===== config.mk =====
export PLATFORM = sky130hd
export DESIGN_NAME = iram_loader
export DESIGN_NICKNAME = d
export VERILOG_FILES = /design/src/rtl/iram_loader.sv
export SDC_FILE = /design/constraint.sdc
export NUM_CORES = 2
export LEC_CHECK = 0
export BUFFER_PORTS_ARGS = -buffer_cell sky130_fd_sc_hd__buf_4
export CAP_MARGIN = 25
export CORE_UTILIZATION = 44
export CTS_BUF_LIST = sky130_fd_sc_hd__clkbuf_8
export DETAILED_ROUTE_END_ITERATION = 6
export PLACE_DENSITY = 0.64
export RECOVER_POWER = 100
export SLEW_MARGIN = 10
export SYNTH_ARGS = -nofsm -noshare
export SYNTH_HDL_FRONTEND = slang
export SYNTH_SLANG_ARGS = --single-unit

===== constraint.sdc =====
create_clock -name clk -period 3.6 [get_ports clk]
set_clock_uncertainty 0.15 [all_clocks]
set_input_delay 0.72 -clock clk [delete_from_list [all_inputs] [get_ports clk]]
set_output_delay 0.72 -clock clk [all_outputs]
set_load 0.1 [all_outputs]

===== src/rtl/iram_loader.sv =====
// Instruction-memory responder: loads a program from a host byte stream, then
// serves registered instruction fetches to the core until it signals end of run.
module iram_loader #(
   parameter int unsigned DEPTH  = 256,
   parameter int unsigned ADDR_W = 8,
   parameter int unsigned DATA_W = 8
) (
   input  logic              clk,
   input  logic              rst,
   input  logic [DATA_W-1:0] host_data,
   input  logic              host_valid,
   input  logic              host_last,
   output logic              host_ready,
   input  logic              restart,
   input  logic              read_IRAM,
   input  logic [ADDR_W-1:0] pc_out,
   output logic [DATA_W-1:0] iram_out,
   input  logic              end_process,
   output logic              status,
   output logic              done,
   output logic [ADDR_W:0]   prog_len,
   output logic              ovf
);

   localparam int unsigned LEN_W = ADDR_W + 1;

   typedef enum logic [1:0] {
      S_LOAD = 2'd0,
      S_RUN  = 2'd1,
      S_DONE = 2'd2
   } state_t;

   state_t            state;
   state_t            state_nxt;
   logic [ADDR_W-1:0] wptr;
   logic              accept_c;
   logic              ovf_c;
   logic              fetch_c;
   logic              clear_c;
   logic              at_top_c;
   logic              in_range_c;

   logic [DATA_W-1:0] mem [DEPTH];

   assign at_top_c   = (wptr == ADDR_W'(DEPTH - 1));
   assign in_range_c = (LEN_W'(pc_out) < prog_len);

   // Next-state and per-cycle action decode.
   always_comb begin
      state_nxt = state;
      accept_c  = 1'b0;
      ovf_c     = 1'b0;
      fetch_c   = 1'b0;
      clear_c   = 1'b0;
      case (state)
         S_LOAD: begin
            if (host_valid) begin
               accept_c = 1'b1;
               ovf_c    = at_top_c && !host_last;
               if (host_last || at_top_c) state_nxt = S_RUN;
            end
         end
         S_RUN: begin
            fetch_c = read_IRAM;
            if (end_process) state_nxt = S_DONE;
         end
         S_DONE: begin
            if (restart) begin
               clear_c   = 1'b1;
               state_nxt = S_LOAD;
            end
         end
         default: state_nxt = S_LOAD;
      endcase
   end

   // State, control outputs and fetch register.
   always_ff @(posedge clk or posedge rst) begin
      if (rst) begin
         state      <= S_LOAD;
         host_ready <= 1'b1;
         status     <= 1'b0;
         done       <= 1'b0;
         ovf        <= 1'b0;
         prog_len   <= '0;
         wptr       <= '0;
         iram_out   <= '0;
      end else begin
         state      <= state_nxt;
         host_ready <= (state_nxt == S_LOAD);
         status     <= (state_nxt == S_RUN);
         done       <= (state_nxt == S_DONE);
         if (accept_c) begin
            wptr     <= wptr + ADDR_W'(1);
            prog_len <= LEN_W'(wptr) + LEN_W'(1);
         end
         if (ovf_c) ovf <= 1'b1;
         if (clear_c) begin
            wptr     <= '0;
            prog_len <= '0;
            ovf      <= 1'b0;
         end
         if (fetch_c) iram_out <= in_range_c ? mem[pc_out] : '0;
      end
   end

   // Program storage; contents deliberately survive reset and restart.
   always_ff @(posedge clk) begin
      if (accept_c) mem[wptr] <= host_data;
   end

endmodule


== Word level (Yosys, flattened, before mapping) ==
Memories as Yosys holds them, arrays and structs flattened.
Index checks and enable logic that the tools add are counted.
Storage, ports and cells
  memories: 1
  bits of input ports: 23
  latch bits: 0
  flip-flop bits (word level): 31
  memory bits (read-only): 0
  RAM bits: 2048
Memories
  mem: depth 256, width 8, read ports 1, clocked after memory_dff 0, write ports 1, RTL line 43  | logic [DATA_W-1:0] mem [DEPTH];
Operators by class
  $mul: 0
  div/mod/pow operators: 0
  shift-type cells: 0
  reductions and logical operators: 7
  magnitude comparators: 1
  bitwise gates (word level): 0
  add/sub/neg operators: 2
  muxes and demuxes: 21
  equal/unequal tests: 5
Operator list (count)
  2-to-1 mux 8 bit: 3
  2-to-1 mux 9 bit: 2
  2-to-1 mux 1 bit: 11
  adder 8 x 1 -> 9 bit, second input constant: 1
  less-than comparator 8 x 9 -> 1 bit: 1
  adder 8 x 1 -> 8 bit, second input constant: 1
  equality test 8 bit, second input constant: 1
  2-to-1 mux 2 bit: 4
  case mux 2 bit (3 select lines): 1
  equality test 2 x 1 -> 1 bit, second input constant: 2
  equality test 2 bit, second input constant: 2
  logical NOT 2 bit: 2
  nonzero test 2 bit: 2
  logical AND 1 bit: 1
  logical NOT 1 bit: 1
  logical OR 1 bit: 1

== Longest topological paths before layout ==
  depth in word-level cells: 6
  mapped depth: 13

== Worst setup path after synthesis ==
OpenSTA, ideal clock, no wires.
  path kind: input port to flip-flop
  start point: input pc_out[4]
  end point: register iram_out[0]
  stages: 9
  setup slack: 0.523 ns
  data arrival time: 2.803 ns
  buffers on the path: 3
  setup time: 0.125 ns
  data required time: 3.325 ns
  cell sequence: buf_2 -> buf_1 -> clkbuf_1 -> mux4_2 -> mux2i_1 -> nor2_1 -> a2111o_1 -> a211oi_1 -> o21ai_1
On the way
  cells in the longest elaborated chain, start to end: 2
Ends and longest elaborated chain
  from (decl): RTL line 16  | input logic [ADDR_W-1:0] pc_out,
  memory (256 x 8 bit) or less-than comparator 8 x 9 -> 1 bit (tied branches)
  2-to-1 mux 8 bit *: RTL line 103  | if (fetch_c) iram_out <= in_range_c ? mem[pc_out] : '0;
  to (signal assigned): RTL line 103
  to (decl): RTL line 17  | output logic [DATA_W-1:0] iram_out,
Mark *: on every way between the ends. The rest lies on a longest branch, timed or not.
A chain may end at the register's enable or synchronous reset.

==> reports/results.txt <==
Outcome: finished, violations left
Failing checks: capacitance limit, slew limit
First-pass GRT wire length: 307.9 mm
CTS tree: yes
Final Max Slew Viols: 714
Worst-case clock buffer depth: 4
Layout area overhead: 15.29%
Number of buffers created by CTS: 337
Final wirelength: 213.3 mm
Leak: 31.59 nW
Final setup TNS: 0 ns
Worst-margin pin slew: 2.664 ns
Fraction of the cycle the final worst path needs: 91.90%
Hold_buf cts: 11
Design area: 93,570 µm²
Hold Vio Cnt, Final: 0
Largest cells by area after synthesis: edfxtp_1 (76%), mux2i_1 (8.0%), mux4_2 (4.9%)
DR vias: 44,360
Routed WL per cell: 27.49 µm
I/O pin total: 44
Post-DRT Antenna Nets: 0
Port bufs: 43
Arr. time, crit path: 3.87 ns
Top FF cell, synth: edfxtp_1
Cell Area, Placed: 88,800 µm²
Gr usage total: 22.85%
Initial Util: 44.33%
CP Data Required Time: 4.16 ns
Top post-synthesis cells by count: edfxtp_1 (2,048), mux2i_1 (652), nor2_1 (310)
Detail-routed via count per cell: 5.718
Synth top area share: 75.77%
Initial antenna violation count: 6
Crit Path Class: flip-flop to flip-flop
Worst r2r path cells: 6
Post-synth EDFFs: 2,048
CTS Sinks: 2,071
Class of the worst hold path: input pin to flip-flop
R2R setup slack: 0.29 ns
Layout cells sized above 1: 18.64%
Final net count: 5,085
Core area: 183,100 µm²
Count leader, synth: edfxtp_1
Fmax: 0.3023 GHz
Die area: 186,200 µm²
Chip height: 431.5 µm
DRT Pass-1 Iters: 6
Mapped Area: 81,170 µm²
Mean Syn Cell Area: 18.70 µm²
CTS root buf: clkbuf_8
Crit path max fanout: 10
Syn Nets: 4,375
RSZ-0062 raised after global routing: no
Largest net degree at the start of global routing: 98
Htree depth: 5
Yosys reg bits: 2,071
Number of max-cap violations: 11
DRC: 0
Fin crit period: 3.309 ns
Post-CTS sizing: 0
Worst-path clk slew: 0.06 ns
Chip width: 431.5 µm
Synth area leader: edfxtp_1
Row cnt: 157
Tot Pwr: 49.14 mW
First DRT Iteration DRCs: 4,741
PwrDens: 525.2 nW/µm²
Critical Path End Type: flip-flop
Async set or reset register ratio after synthesis: 1.111%
Final core occ: 51.11%
Ys Warns: 0
Min-Delay Path Depth: 5
Vias in the first global route: 44,690
Cell count after synthesis: 4,341
IR Drop Worst-Case VDD: 450.0 µV
Slew margin rel.: -77.60%
CP startpoint kind: flip-flop
Detailed placement HPWL: 137.4 mm
Placer Congestion: 0.8699
Clock network latency to the later pin of the worst-skew pair: 1.03 ns
Total grt overflow: 0
Sequential cell area fraction in the yosys report: 76.48%
Yosys cell types: 59
Final Setup Violations: 0
Setup bufs post-CTS: 0
## final cells by class
type	instances	area, µm²
diodes	3	7.507
multi-input cells	1948	17690
clock buffers	346	4762
flip-flops and latches	2071	62080
fillers	14920	89510
repair buffers	642	4622
well taps	2464	3083
clock inverters	233	1142
inverters	51	191.4
## final timing paths
path	to	startpoint
setup / recovery	mem[214][0]$_DFFE_PP_	prog_len[2]$_DFFE_PP0P_
hold / removal	iram_out[5]$_DFFE_PP0P_	pc_out[6]
min in group asynchronous	iram_out[0]$_DFFE_PP0P_	rst
setup reg to reg	mem[214][0]$_DFFE_PP_	prog_len[2]$_DFFE_PP0P_
hold reg to reg	ovf$_DFFE_PP0P_	ovf$_DFFE_PP0P_
max in group asynchronous	ovf$_DFFE_PP0P_	rst
## layout by cell type, fill, tap and decap left out, drive strengths merged, types with 5 or more instances in the layout
master,netlist,routed
inv,51,167
mux4,176,176
clkinvlp,0,11
nor2,310,310
a22oi,178,178
nor3,14,14
nand4,32,32
nand2,46,46
a2111o,5,5
bufinv,0,7
edfxtp,2048,2048
dlygate4sd3,0,11
ha,11,11
dfrtp,22,22
nand2b,7,7
o21ai,23,23
xnor2,6,6
and3,6,6
a221oi,70,70
clkinv,0,99
buf,152,347
a21oi,52,52
nor2b,63,63
a41oi,16,16
a221o,60,60
mux2i,652,652
a211oi,104,104
nand3,18,18
o31ai,5,5
clkbuf,119,630
o22ai,32,32
a2bb2oi,12,12
## critical path, stage by stage (launching register included)
cell and delay [ns]:
dfrtp_1 0.60, inv_1 0.16, nor2_1 0.31, nand3_1 0.37
clkbuf_1 0.66, nor2_1 0.49, buf_4 0.26
## cells by family (layout without fill, tap and decap cells)
family                   Yosys count  after routing  synth area share, %
AND/OR/NAND/NOR                  529            529                3.063
AO/OA/AOI/OAI                    573            573                5.391
buffers and inverters            322           1272                1.895
multiplexers                     829            829                12.94
XOR/XNOR                           6              6              0.06474
flip-flops                      2071           2071                76.48
adder cells (fa/ha/maj)           11             11               0.1696
other                              0              3                    0
## layer usage
| metal | wire (µm) | GRT usage, % | vias to the layer above | share of wire, % |
|---|---|---|---|---|
| met5 | 13 | 0 | - | 0.0061 |
| met4 | 8614 | 9.656 | 2 | 4.0 |
| met3 | 16220 | 4.203 | 404 | 7.6 |
| met2 | 102700 | 36.80 | 1856 | 48 |
| met1 | 85770 | 30.57 | 22980 | 40 |
| li1 | - | - | 19120 | - |
## metrics by stage
| stage | std cells | hold WS [ns] | worst slack, ns |
|---|---|---|---|
| after global routing | 7757 | 0.2499 | 0.2842 |
| after CTS | 7755 | 0.02801 | 0.5284 |
| final | 7758 | 0.2595 | 0.2915 |
| after global placement | 7165 | 0.3567 | -0.2542 |
| after detailed placement | 7165 | 0.3525 | -0.1267 |
| after floorplan | 4341 | 0.4128 | 0.5229 |
## flip-flops by register name (all words and copies together), names as in the netlist
name,flops
host_ready,1
prog_len,9
state,2
iram_out,8
ovf,1
done,1
mem,2048
status,1
## power by group
part           switching (mW)  internal (mW)
Combinational            2.78           1.10
Clock                    8.96           9.37
Sequential              0.216           26.7
No activity file was read; power rests on OpenSTA's default activity.
